## src/rtl/data_block_pkg.sv

```systemverilog
// rtl/data_block_pkg.sv - shared constants and state type for the event readout path
package data_block_pkg;

    localparam int EVT_ADDR_W    = 10;
    localparam int SAMPLE_ADDR_W = 16;
    localparam int BLOCK_ADDR_W  = 4;
    localparam int EVT_FIELD_W   = 20;

    localparam logic [7:0] STATUS_FREE  = 8'h00;
    localparam logic [7:0] STATUS_VALID = 8'h01;
    localparam logic [3:0] HDR_TAG      = 4'hE;

    typedef enum logic [2:0] {
        ST_IDLE,
        ST_POLL,
        ST_CHECK,
        ST_HDR,
        ST_FETCH,
        ST_SEND,
        ST_CLEAR
    } rd_state_e;

endpackage

```

## src/rtl/readout_word_serializer.sv

```systemverilog
// rtl/readout_word_serializer.sv - splits one 64-bit sample into four 16-bit stream words, MSB first
module readout_word_serializer (
    input  logic        clk,
    input  logic        resetn,
    input  logic        load,
    input  logic [63:0] load_data,
    input  logic        load_last,
    output logic        busy,
    output logic        done,
    output logic [15:0] tx_data,
    output logic        tx_valid,
    output logic        tx_last,
    input  logic        tx_ready
);

    logic [63:0] data_q, data_d;
    logic [1:0]  cnt_q, cnt_d;
    logic        valid_q, valid_d;
    logic        last_q, last_d;
    logic        xfer;

    assign xfer     = valid_q & tx_ready;
    assign busy     = valid_q;
    assign tx_valid = valid_q;
    assign tx_data  = valid_q ? data_q[63:48] : 16'h0000;
    assign tx_last  = valid_q & last_q & (cnt_q == 2'd3);
    assign done     = xfer & (cnt_q == 2'd3);

    always_comb begin
        data_d  = data_q;
        cnt_d   = cnt_q;
        valid_d = valid_q;
        last_d  = last_q;
        if (load) begin
            data_d  = load_data;
            cnt_d   = 2'd0;
            valid_d = 1'b1;
            last_d  = load_last;
        end else if (xfer) begin
            data_d = {data_q[47:0], 16'h0000};
            cnt_d  = cnt_q + 2'd1;
            if (cnt_q == 2'd3) begin
                valid_d = 1'b0;
            end
        end
    end

    always_ff @(posedge clk) begin
        if (!resetn) begin
            data_q  <= '0;
            cnt_q   <= '0;
            valid_q <= 1'b0;
            last_q  <= 1'b0;
        end else begin
            data_q  <= data_d;
            cnt_q   <= cnt_d;
            valid_q <= valid_d;
            last_q  <= last_d;
        end
    end

endmodule

```

## src/rtl/event_readout_sequencer.sv

```systemverilog
// rtl/event_readout_sequencer.sv - polls Event Info RAM, streams framed events from Sample RAM, frees slots
module event_readout_sequencer
    import data_block_pkg::*;
#(
    parameter int EVT_ADDR_W     = 10,
    parameter int RAM_RD_LATENCY = 1
) (
    input  logic                  Clock,
    input  logic                  Reset_N,
    input  logic                  Readout_Enable,
    output logic [EVT_ADDR_W-1:0] Event_RAM_R_Address,
    input  logic [7:0]            Event_RAM_R_Data_Status,
    input  logic [19:0]           Event_RAM_R_Data_Start_ADDR,
    input  logic [19:0]           Event_RAM_R_Data_Number,
    input  logic [19:0]           Event_RAM_R_Data_Size,
    output logic                  Event_RAM_W_Enable_Status,
    output logic [7:0]            Event_RAM_W_Data_Status,
    output logic [15:0]           Sample_RAM_R_Address,
    output logic [3:0]            Sample_RAM_R_Block_Address,
    input  logic [63:0]           Sample_RAM_R_Data,
    output logic [15:0]           Tx_Data,
    output logic                  Tx_Valid,
    output logic                  Tx_Last,
    input  logic                  Tx_Ready,
    output logic                  Busy,
    output logic [15:0]           Events_Sent
);

    localparam logic [7:0] LAT   = 8'(RAM_RD_LATENCY);
    localparam logic [7:0] LAT_M = 8'(RAM_RD_LATENCY - 1);

    rd_state_e               state_q, state_d;
    logic [EVT_ADDR_W-1:0]   evt_ptr_q, evt_ptr_d;
    logic [EVT_FIELD_W-1:0]  rd_ptr_q, rd_ptr_d;
    logic [EVT_FIELD_W-1:0]  remaining_q, remaining_d;
    logic [EVT_FIELD_W-1:0]  number_q, number_d;
    logic [7:0]              status_q, status_d;
    logic [1:0]              hdr_idx_q, hdr_idx_d;
    logic [7:0]              wait_q, wait_d;
    logic [15:0]             sent_q, sent_d;

    logic        ser_load, ser_busy, ser_done, ser_valid, ser_last;
    logic [15:0] ser_data;
    logic [15:0] hdr_word;
    logic        in_hdr;

    readout_word_serializer u_ser (
        .clk       (Clock),
        .resetn    (Reset_N),
        .load      (ser_load),
        .load_data (Sample_RAM_R_Data),
        .load_last (remaining_q == 20'd1),
        .busy      (ser_busy),
        .done      (ser_done),
        .tx_data   (ser_data),
        .tx_valid  (ser_valid),
        .tx_last   (ser_last),
        .tx_ready  (Tx_Ready)
    );

    always_comb begin
        hdr_word = {remaining_q[7:0], 8'h00};
        case (hdr_idx_q)
            2'd0:    hdr_word = {HDR_TAG, number_q[19:8]};
            2'd1:    hdr_word = {number_q[7:0], status_q};
            2'd2:    hdr_word = {4'h0, remaining_q[19:8]};
            default: hdr_word = {remaining_q[7:0], 8'h00};
        endcase
    end

    // Header words are generated here; payload words come from the serializer.
    assign in_hdr   = (state_q == ST_HDR);
    assign Tx_Valid = in_hdr | ser_valid;
    assign Tx_Data  = in_hdr ? hdr_word : ser_data;
    assign Tx_Last  = in_hdr ? ((hdr_idx_q == 2'd3) && (remaining_q == '0)) : ser_last;

    assign Event_RAM_R_Address        = evt_ptr_q;
    assign Event_RAM_W_Enable_Status  = (state_q == ST_CLEAR);
    assign Event_RAM_W_Data_Status    = STATUS_FREE;
    assign Sample_RAM_R_Block_Address = rd_ptr_q[EVT_FIELD_W-1:SAMPLE_ADDR_W];
    assign Sample_RAM_R_Address       = rd_ptr_q[SAMPLE_ADDR_W-1:0];
    assign Busy                       = (state_q != ST_IDLE);
    assign Events_Sent                = sent_q;

    always_comb begin
        state_d     = state_q;
        evt_ptr_d   = evt_ptr_q;
        rd_ptr_d    = rd_ptr_q;
        remaining_d = remaining_q;
        number_d    = number_q;
        status_d    = status_q;
        hdr_idx_d   = hdr_idx_q;
        wait_d      = wait_q;
        sent_d      = sent_q;
        ser_load    = 1'b0;
        case (state_q)
            ST_IDLE: begin
                wait_d = '0;
                if (Readout_Enable) begin
                    state_d = ST_POLL;
                end
            end
            ST_POLL: begin
                if (wait_q == LAT_M) begin
                    wait_d  = '0;
                    state_d = ST_CHECK;
                end else begin
                    wait_d = wait_q + 8'd1;
                end
            end
            ST_CHECK: begin
                // A non-valid slot is re-polled from IDLE without advancing.
                if (Event_RAM_R_Data_Status == STATUS_VALID) begin
                    number_d    = Event_RAM_R_Data_Number;
                    rd_ptr_d    = Event_RAM_R_Data_Start_ADDR;
                    remaining_d = Event_RAM_R_Data_Size;
                    status_d    = Event_RAM_R_Data_Status;
                    hdr_idx_d   = 2'd0;
                    state_d     = ST_HDR;
                end else begin
                    state_d = ST_IDLE;
                end
            end
            ST_HDR: begin
                if (Tx_Ready) begin
                    hdr_idx_d = hdr_idx_q + 2'd1;
                    if (hdr_idx_q == 2'd3) begin
                        wait_d  = '0;
                        state_d = (remaining_q != '0) ? ST_FETCH : ST_CLEAR;
                    end
                end
            end
            ST_FETCH: begin
                // The address has been stable since entry, so data is valid after LAT clocks.
                if ((wait_q == LAT) && !ser_busy) begin
                    ser_load = 1'b1;
                    wait_d   = '0;
                    state_d  = ST_SEND;
                end else if (wait_q != LAT) begin
                    wait_d = wait_q + 8'd1;
                end
            end
            ST_SEND: begin
                if (ser_done) begin
                    remaining_d = remaining_q - 20'd1;
                    rd_ptr_d    = rd_ptr_q + 20'd1;
                    state_d     = (remaining_q != 20'd1) ? ST_FETCH : ST_CLEAR;
                end
            end
            ST_CLEAR: begin
                evt_ptr_d = evt_ptr_q + 1'b1;
                sent_d    = sent_q + 16'd1;
                state_d   = ST_IDLE;
            end
            default: state_d = ST_IDLE;
        endcase
    end

    always_ff @(posedge Clock) begin
        if (!Reset_N) begin
            state_q     <= ST_IDLE;
            evt_ptr_q   <= '0;
            rd_ptr_q    <= '0;
            remaining_q <= '0;
            number_q    <= '0;
            status_q    <= '0;
            hdr_idx_q   <= '0;
            wait_q      <= '0;
            sent_q      <= '0;
        end else begin
            state_q     <= state_d;
            evt_ptr_q   <= evt_ptr_d;
            rd_ptr_q    <= rd_ptr_d;
            remaining_q <= remaining_d;
            number_q    <= number_d;
            status_q    <= status_d;
            hdr_idx_q   <= hdr_idx_d;
            wait_q      <= wait_d;
            sent_q      <= sent_d;
        end
    end

endmodule
```

## config.mk

```make
export PLATFORM = sky130hd
export DESIGN_NAME = event_readout_sequencer
export DESIGN_NICKNAME = d
export VERILOG_FILES = /design/src/rtl/data_block_pkg.sv /design/src/rtl/readout_word_serializer.sv /design/src/rtl/event_readout_sequencer.sv
export SDC_FILE = /design/constraint.sdc
export NUM_CORES = 1
export LEC_CHECK = 0
export CAP_MARGIN = 25
export CORE_MARGIN = 8
export CORE_UTILIZATION = 30
export DETAILED_ROUTE_END_ITERATION = 16
export SYNTH_ARGS = -nofsm -noshare
export SYNTH_HDL_FRONTEND = slang
export SYNTH_SLANG_ARGS = --single-unit
```

## constraint.sdc

```tcl
create_clock -name Clock -period 6.3 [get_ports Clock]
set_clock_uncertainty 0.15 [all_clocks]
set_input_delay 1.26 -clock Clock [delete_from_list [all_inputs] [get_ports Clock]]
set_output_delay 1.26 -clock Clock [all_outputs]
set_load 0.01 [all_outputs]
```

==> metrics.md, run 1 <==
| Metric | Value |
|---|---|
| Initial Utilization | `0.306` |
| Reg-to-Reg Start | `u_ser.busy$_SDFFE_PN0P_` |
| Worst R2R Setup Slack | `between 3 and 4 ns` |
| Total track usage | `0.163` |
| Drt initial violations | `about 660` |
| Initial antenna violation count | `0` |
| Fill cells | `roughly 2900` |
| Resized cells post-CTS | `0` |
| FMAX | `0.230 GHz` |
| WP data required | `a little under 5 ns` |
| Crit path to | `Tx_Last` |
| Post-synth EDFFs | `0` |
| Status | `completed` |
| GR Overflow Total | `0` |
| Seq cells post-synth | `between 150 and 200` |
| Final Max Tran Viols | `0` |
| Ys async rst share | `0` |
| Vias per std cell | `just over 5` |
| Clock Latency Late Sink | `about 0.44 ns` |
| CORE AREA | `around 29000 um2` |
| Area of the multi-input gates | `~4800 um2` |
| Reg-to-Reg End | `u_ser.data_q[26]$_SDFFE_PN0P_` |
| Worst EP arrival | `slightly below 3 ns` |
| Nets | `approximately 1500` |
| Num CTS Buffers | `17` |
| Most frequent cells after synthesis | `200 x nand2_1, 175 x dfxtp_1, 131 x nor2_1, 113 x a21oi_1, 86 x nand3_1` |
| Most frequent cell after synthesis | `nand2_1` |
| Post-synth top flop | `dfxtp_1` |
| Wire per inst | `between 15 and 20 um` |
| Min cycle time layout | `about 4.3 ns` |
| Synth Cell Area | `8800 um2` |
| Finish-stage setup viols | `0` |
| Register area share after synthesis | `0.398` |
| Diodes inserted | `0` |
| HP Class | `flip-flop to flip-flop` |
| Syn_area_per_cell | `approximately 7.6 um2` |
| Area leader, netlist | `dfxtp_1` |
| CTS Root Cell | `clkbuf_16` |
| Longest Clk Path Bufs | `2` |
| Leakage | `approximately 4.3 nW` |
| Hpwl dp | `around 21000 um` |
| Total of max-cap violations | `0` |
| Proportion of layout cells with a drive suffix above 1 | `0.0674` |
| CTS clock-pin slew for the worst setup and hold paths | `0.08 ns` |
| Critical Path Source | `remaining_q[11]$_SDFFE_PN0P_` |
| Setup Crit Path Kind | `flip-flop to primary output` |
| Area Overhead vs Synth | `33.0%` |
| CTS tree | `yes` |
| Hold buffer count at cts | `0` |
| Post-synth top area share | `0.398` |
| Design area | `11700 um2` |
| Die area | `between 30000 and 40000 um2` |
| Sequential cell area | `roughly 3500 um2` |
| Synth area leaders | `dfxtp_1 40%, nand2_1 8.5%, a21oi_1 6.4%` |
| Finished Layout Cells | `about 1700` |
| Slew HR | `0.289` |
| Final Hold Fails | `0` |
| Num ports | `210` |
| Sink Count | `around 180` |
| PD cells | `roughly 210 nW/um2` |
| Vias in the first global route | `8459` |
| Setup TNS | `0 ns` |
| VDD IR-drop max | `0.147 mV` |
| Htree depth | `4` |
| Unrepaired setup endpoints after global routing | `no` |
| Largest net degree at the start of global routing | `between 80 and 90` |
| Port buffer count | `201` |
| Router iterations before antenna repair | `7` |
| First-pass GRT wire length | `roughly 47000 um` |
| Final GP Congestion | `between 0.8 and 0.9` |
| Period utilization | `0.690` |
| DR DRC count | `0` |
| Post-CTS Setup Inserts | `0` |
| Vias | `just under 9000` |
| Total Wirelength | `a little under 30000 um` |
| Crit start category | `flip-flop` |
| Mapped Cells | `between 1000 and 1500` |
| Slew @ Worst Pin | `1.06 ns` |
| R2R depth | `5` |
| CP Capture Type | `primary output` |
| Die height | `187 um` |
| Rows | `between 60 and 70` |
| Placed insts | `1669` |
| Synth Warn # | `0` |
| ANT nets after route | `0` |
| Die W | `187 um` |
| Worst Path Max Fanout | `7` |
| Placed instance area | `between 10000 and 15000 um2` |
| Count of cell types in the netlist | `between 60 and 70` |
==> cell usage in the layout, fill, tap and decap left out, types with 4 or more instances in the layout <==
cell / synthesis / layout
and2_1: 5 / 4
o21a_1: 6 / 6
clkinv_8: 0 / 7
inv_12: 0 / 4
a31oi_1: 13 / 13
nor2_1: 131 / 131
o211ai_1: 4 / 4
dfxtp_1: 175 / 175
clkbuf_16: 0 / 17
inv_1: 13 / 13
a211oi_1: 11 / 11
a21oi_1: 113 / 112
nor4_1: 10 / 10
nand4_1: 19 / 19
nor3b_1: 4 / 4
conb_1: 1 / 8
buf_4: 10 / 11
ha_1: 14 / 14
clkdlybuf4s50_1: 0 / 201
o21ai_0: 45 / 45
or2_2: 4 / 4
nand3_2: 19 / 19
o221a_2: 8 / 8
nand2_1: 200 / 199
and3_1: 18 / 18
nand3_1: 86 / 86
o22ai_1: 8 / 8
a222oi_1: 12 / 12
nor3_1: 16 / 16
xor2_1: 16 / 16
o21ai_1: 32 / 32
xnor2_1: 11 / 11
a22oi_1: 18 / 18
==> flip-flops by register name (all words and copies together), names as in the netlist <==
register             cells
state_q                  3
wait_q                   8
remaining_q             20
hdr_idx_q                2
Event_RAM_R_Address     10
u_ser.cnt_q              2
u_ser.data_q            64
status_q                 8
number_q                20
Events_Sent             16
u_ser.last_q             1
u_ser.busy               1
rd_ptr_q                20
==> routing by layer <==
layer,wire length [um],global-route usage,vias to the layer above
met5,0,0,-
met3,1990,0.0371,33
met2,13600,0.262,294
li1,-,-,4386
met1,13300,0.213,4098
met4,566,0.0470,0
==> logic make-up (layout without fill, tap and decap cells) <==
group / Yosys count / count (layout) / synth area share
AO/OA/AOI/OAI: 293 / 293 / 0.203
XOR/XNOR: 27 / 27 / 0.0269
adder cells (fa/ha/maj): 14 / 14 / 0.0199
buffers and inverters: 111 / 262 / 0.0570
flip-flops: 175 / 175 / 0.398
multiplexers: 3 / 3 / 0.00341
other: 1 / 8 / 0.000426
AND/OR/NAND/NOR: 538 / 538 / 0.291
==> worst max-delay path, cell delays in order, from the launching register on <==
cell	delay [ns]
dfxtp_1	0.40
nor4_1	0.65
nand2_1	0.19
nor4b_2	0.41
a41o_1	0.29
clkdlybuf4s50_1	0.56
==> power by group <==
| part | switching (W) | leakage (nW) | total (W) | internal, W |
|---|---|---|---|---|
| clock network | 0.000590 | 0.310 | 0.00115 | 0.000559 |
| logic | 0.0000693 | 2.53 | 0.000169 | 0.0000997 |
| registers | 0.00000960 | 1.41 | 0.00112 | 0.00111 |
| total | 0.000668 | 4.25 | 0.00244 | 0.00177 |
==> stage by stage <==
step	power [W]	util	setup WS [ns]	hold slack, ns
after floorplan	0.00120	-	3.36	0.281
after global placement	0.00131	0.382	2.29	0.290
after detailed placement	0.00131	0.383	2.31	0.295
after CTS	0.00246	0.405	1.86	0.305
after global routing	0.00252	0.407	1.70	0.323
final	0.00244	0.407	1.95	0.306
==> cell type report <==
class / count / share of cell area
clock buffer: 17 / 0.0363
clock inverter: 15 / 0.0189
inverter: 14 / 0.00470
multi-input combinational: 883 / 0.414
sequential: 175 / 0.299
tap: 384 / 0.0410
timing repair buffer: 216 / 0.186
==> how the worst min path moves through the flow <==
stage | cells past startpoint | from | end
finish | 2 | u_ser.last_q$_SDFFE_PN0P_ | u_ser.last_q$_SDFFE_PN0P_
global route | 2 | u_ser.data_q[30]$_SDFFE_PN0P_ | u_ser.data_q[30]$_SDFFE_PN0P_
CTS | 2 | number_q[19]$_SDFFE_PN0P_ | number_q[19]$_SDFFE_PN0P_
detailed placement | 2 | number_q[19]$_SDFFE_PN0P_ | number_q[19]$_SDFFE_PN0P_
global placement | 2 | u_ser.last_q$_SDFFE_PN0P_ | u_ser.last_q$_SDFFE_PN0P_
floorplan | 2 | number_q[19]$_SDFFE_PN0P_ | number_q[19]$_SDFFE_PN0P_
No activity file was read; power rests on OpenSTA's default activity.
==> inputs of run 2 (changes only) <==
==> constraint.sdc (replaced) <==
create_clock -name Clock -period 3.6 [get_ports Clock]
set_clock_uncertainty 0.15 [all_clocks]
set_input_delay 0.72 -clock Clock [delete_from_list [all_inputs] [get_ports Clock]]
set_output_delay 0.72 -clock Clock [all_outputs]
set_load 0.01 [all_outputs]
==> run 2 against run 1 <==
  * Highest routed layer is now met5
  * Die area unchanged
  * Critical endpoint unchanged
  * Via count up 1.7%
  * Register-to-register slack worse by 2.4 ns
  * First-iteration DRC count up 30%
  * Worst hold slack better by 0.0035 ns
==> metrics.md, run 2 (synthesized netlist as in run 1, its figures left out) <==
| Metric | Value |
|---|---|
| Worst R2R Setup Slack | `0.95 ns (-2.36 ns)` |
| Min cycle time layout | `3.47 ns` |
| CTS tree | `yes` |
| Nets | `1468 (+0.75%)` |
| Placed insts | `1682 (+0.78%)` |
| Die area | `35100 um2 (unchanged)` |
| Vias per std cell | `5.22 (+1.0%)` |
| Status | `completed` |
| Crit-path slowest cell | `clkdlybuf4s50_1` |
| Total Wirelength | `29600 um (+0.15%)` |
| Sequential power share | `0.460 (about the same)` |
| Diodes inserted | `0 (unchanged)` |
| Total of max-cap violations | `0 (unchanged)` |
| Slew @ Worst Pin | `1.04 ns (-0.0223 ns)` |
| ANT nets after route | `0 (unchanged)` |
| HP Class | `flip-flop to flip-flop` |
| DR DRC count | `0 (unchanged)` |
| Drt initial violations | `862 (+30%)` |
| Post-CTS Setup Inserts | `0 (unchanged)` |
| Total track usage | `0.164 (+0.00143)` |
| Crit start category | `flip-flop` |
| Vias in the first global route | `8730 (+3.2%)` |
| Num CTS Buffers | `17 (unchanged)` |
| Hold_ws | `0.309 ns (+0.00350 ns)` |
| CORE AREA | `28800 um2 (unchanged)` |
| Area Overhead vs Synth | `33.9%` |
| Largest net degree at the start of global routing | `84 (unchanged)` |
| Die W | `187 um (unchanged)` |
| Clock power frac | `0.464 (-0.008)` |
| Num ports | `210 (unchanged)` |
| Leakage | `4.30 nW (+1.3%)` |
| Int Pwr | `0.00313 W (+77%)` |
| CTS Root Cell | `clkbuf_16` |
| Finish-stage setup viols | `0 (unchanged)` |
| Biggest register | `u_ser.data_q` |
| Clock Latency Late Sink | `0.43 ns (about the same)` |
| Router iterations before antenna repair | `7 (unchanged)` |
| Longest Clk Path Bufs | `2 (unchanged)` |
| Delay-heaviest family, CP | `buffers and inverters` |
| WP data required | `2.73 ns (-2.16 ns)` |
| Initial antenna violation count | `2 (+2)` |
| Fill cells | `2957 (+1.2%)` |
| Die height | `187 um (unchanged)` |
| Htree depth | `4 (unchanged)` |
| P_sw | `0.00109 W (+63%)` |
| Final Max Tran Viols | `0 (unchanged)` |
| Setup Crit Path Kind | `flip-flop to primary output` |
| Place WS | `0.428 ns (-1.88 ns)` |
| Fin util | `0.410 (+0.00278)` |
| Sink Count | `175 (unchanged)` |
| Final GP Congestion | `0.845 (-1.2%)` |
| First-pass GRT wire length | `47500 um (+1.7%)` |
| Worst Path Max Fanout | `7 (unchanged)` |
| Initial Utilization | `0.306 (unchanged)` |
| Setup WS post-layout | `0.127 ns (-1.83 ns)` |
| Hpwl dp | `20900 um (+1.5%)` |
| Slew HR | `0.304 (+0.0150)` |
| Finished Layout Cells | `1715 (+0.65%)` |
| Most common cell after layout, fill and taps aside | `clkdlybuf4s50_1` |
| VDD IR-drop max | `0.275 mV (+87%)` |
| Number of buffers and inverters on the critical path | `2 (+1)` |
| Max FFs per register | `64 (unchanged)` |
| CP Capture Type | `primary output` |
| GR Overflow Total | `0 (unchanged)` |
| Commonest cells after routing, fill and taps aside | `201 x clkdlybuf4s50_1, 199 x nand2_1, 175 x dfxtp_1` |
| Critical-path cell list | `nor4_2 -> buf_4 -> nand2_1 -> nor4b_4 -> a41o_1 -> clkdlybuf4s50_1` |
| PD cells | `358 nW/um2 (+72%)` |
| FMAX | `approximately 0.29 GHz` |
| Vias | `8957 (+1.7%)` |
| Rows | `62 (unchanged)` |
| Final Hold Fails | `0 (unchanged)` |
| Wire per inst | `17.2 um (-0.49%)` |
| Switching part of the total power | `0.259 (-0.0155)` |
| CP max stage delay | `0.57 ns (-0.08 ns)` |
| Proportion of layout cells with a drive suffix above 1 | `0.0789 (+0.0115)` |
| CTS clock-pin slew for the worst setup and hold paths | `0.08 ns (about the same)` |
| Period utilization | `0.965` |
| Port buffer count | `201 (unchanged)` |
| Worst EP arrival | `2.60 ns (-0.34 ns)` |
| Comb pwr share | `0.076 (+0.007)` |
## run 2: worst min-delay path, cell delays in order, from the launching register on
cell	delay, ns
dfxtp_1	0.32
nand2_1	0.05
a21oi_1	0.05
## run 2: through the flow
stage,cell area (um2),power [W],setup TNS [ns]
floorplan,8830,0.00210,0
global placement,11100,0.00231,0
detailed placement,11100,0.00231,0
CTS,11800,0.00427,0
global route,11800,0.00437,-0.0126
finish,11800,0.00422,0
## run 2: power by group through the flow
| stage | sequential [W] | clock [W] | combinational (W) |
|---|---|---|---|
| detailed placement | 0.00199 | 0 | 0.000320 |
| floorplan | 0.00198 | 0 | 0.000117 |
| finish | 0.00194 | 0.00196 | 0.000321 |
| global placement | 0.00199 | 0 | 0.000320 |
| global route | 0.00194 | 0.00208 | 0.000346 |
| CTS | 0.00194 | 0.00201 | 0.000323 |
## run 2: cell type report
type	count	area, um2	area share
Multi-Input combinational cell	883	4870	0.413
Clock buffer	17	425	0.0361
Timing Repair Buffer	227	2260	0.192
Clock inverter	15	196	0.0167
Inverter	14	55.1	0.00467
Sequential cell	175	3500	0.297
Tap cell	384	480	0.0408
## run 2: final timing paths
kind,start,end,cells past startpoint
max,remaining_q[11]$_SDFFE_PN0P_,Tx_Last,6
max reg2reg,u_ser.busy$_SDFFE_PN0P_,u_ser.data_q[46]$_SDFFE_PN0P_,5
min,number_q[15]$_SDFFE_PN0P_,number_q[15]$_SDFFE_PN0P_,2
min reg2reg,number_q[15]$_SDFFE_PN0P_,number_q[15]$_SDFFE_PN0P_,2
## run 2: per-layer routing
layer  wire (um)  global-route usage
met1       13500               0.215
met2       13600               0.264
met3        2070              0.0457
met4         361              0.0363
met5          27                   0
## run 2: what timing repair did
action | CTS | global route
hold buffers | 0 | 0
resized for setup | 0 | 6
setup endpoints to repair | 0 | 12
endpoints found under the hold margin | 0 | 0
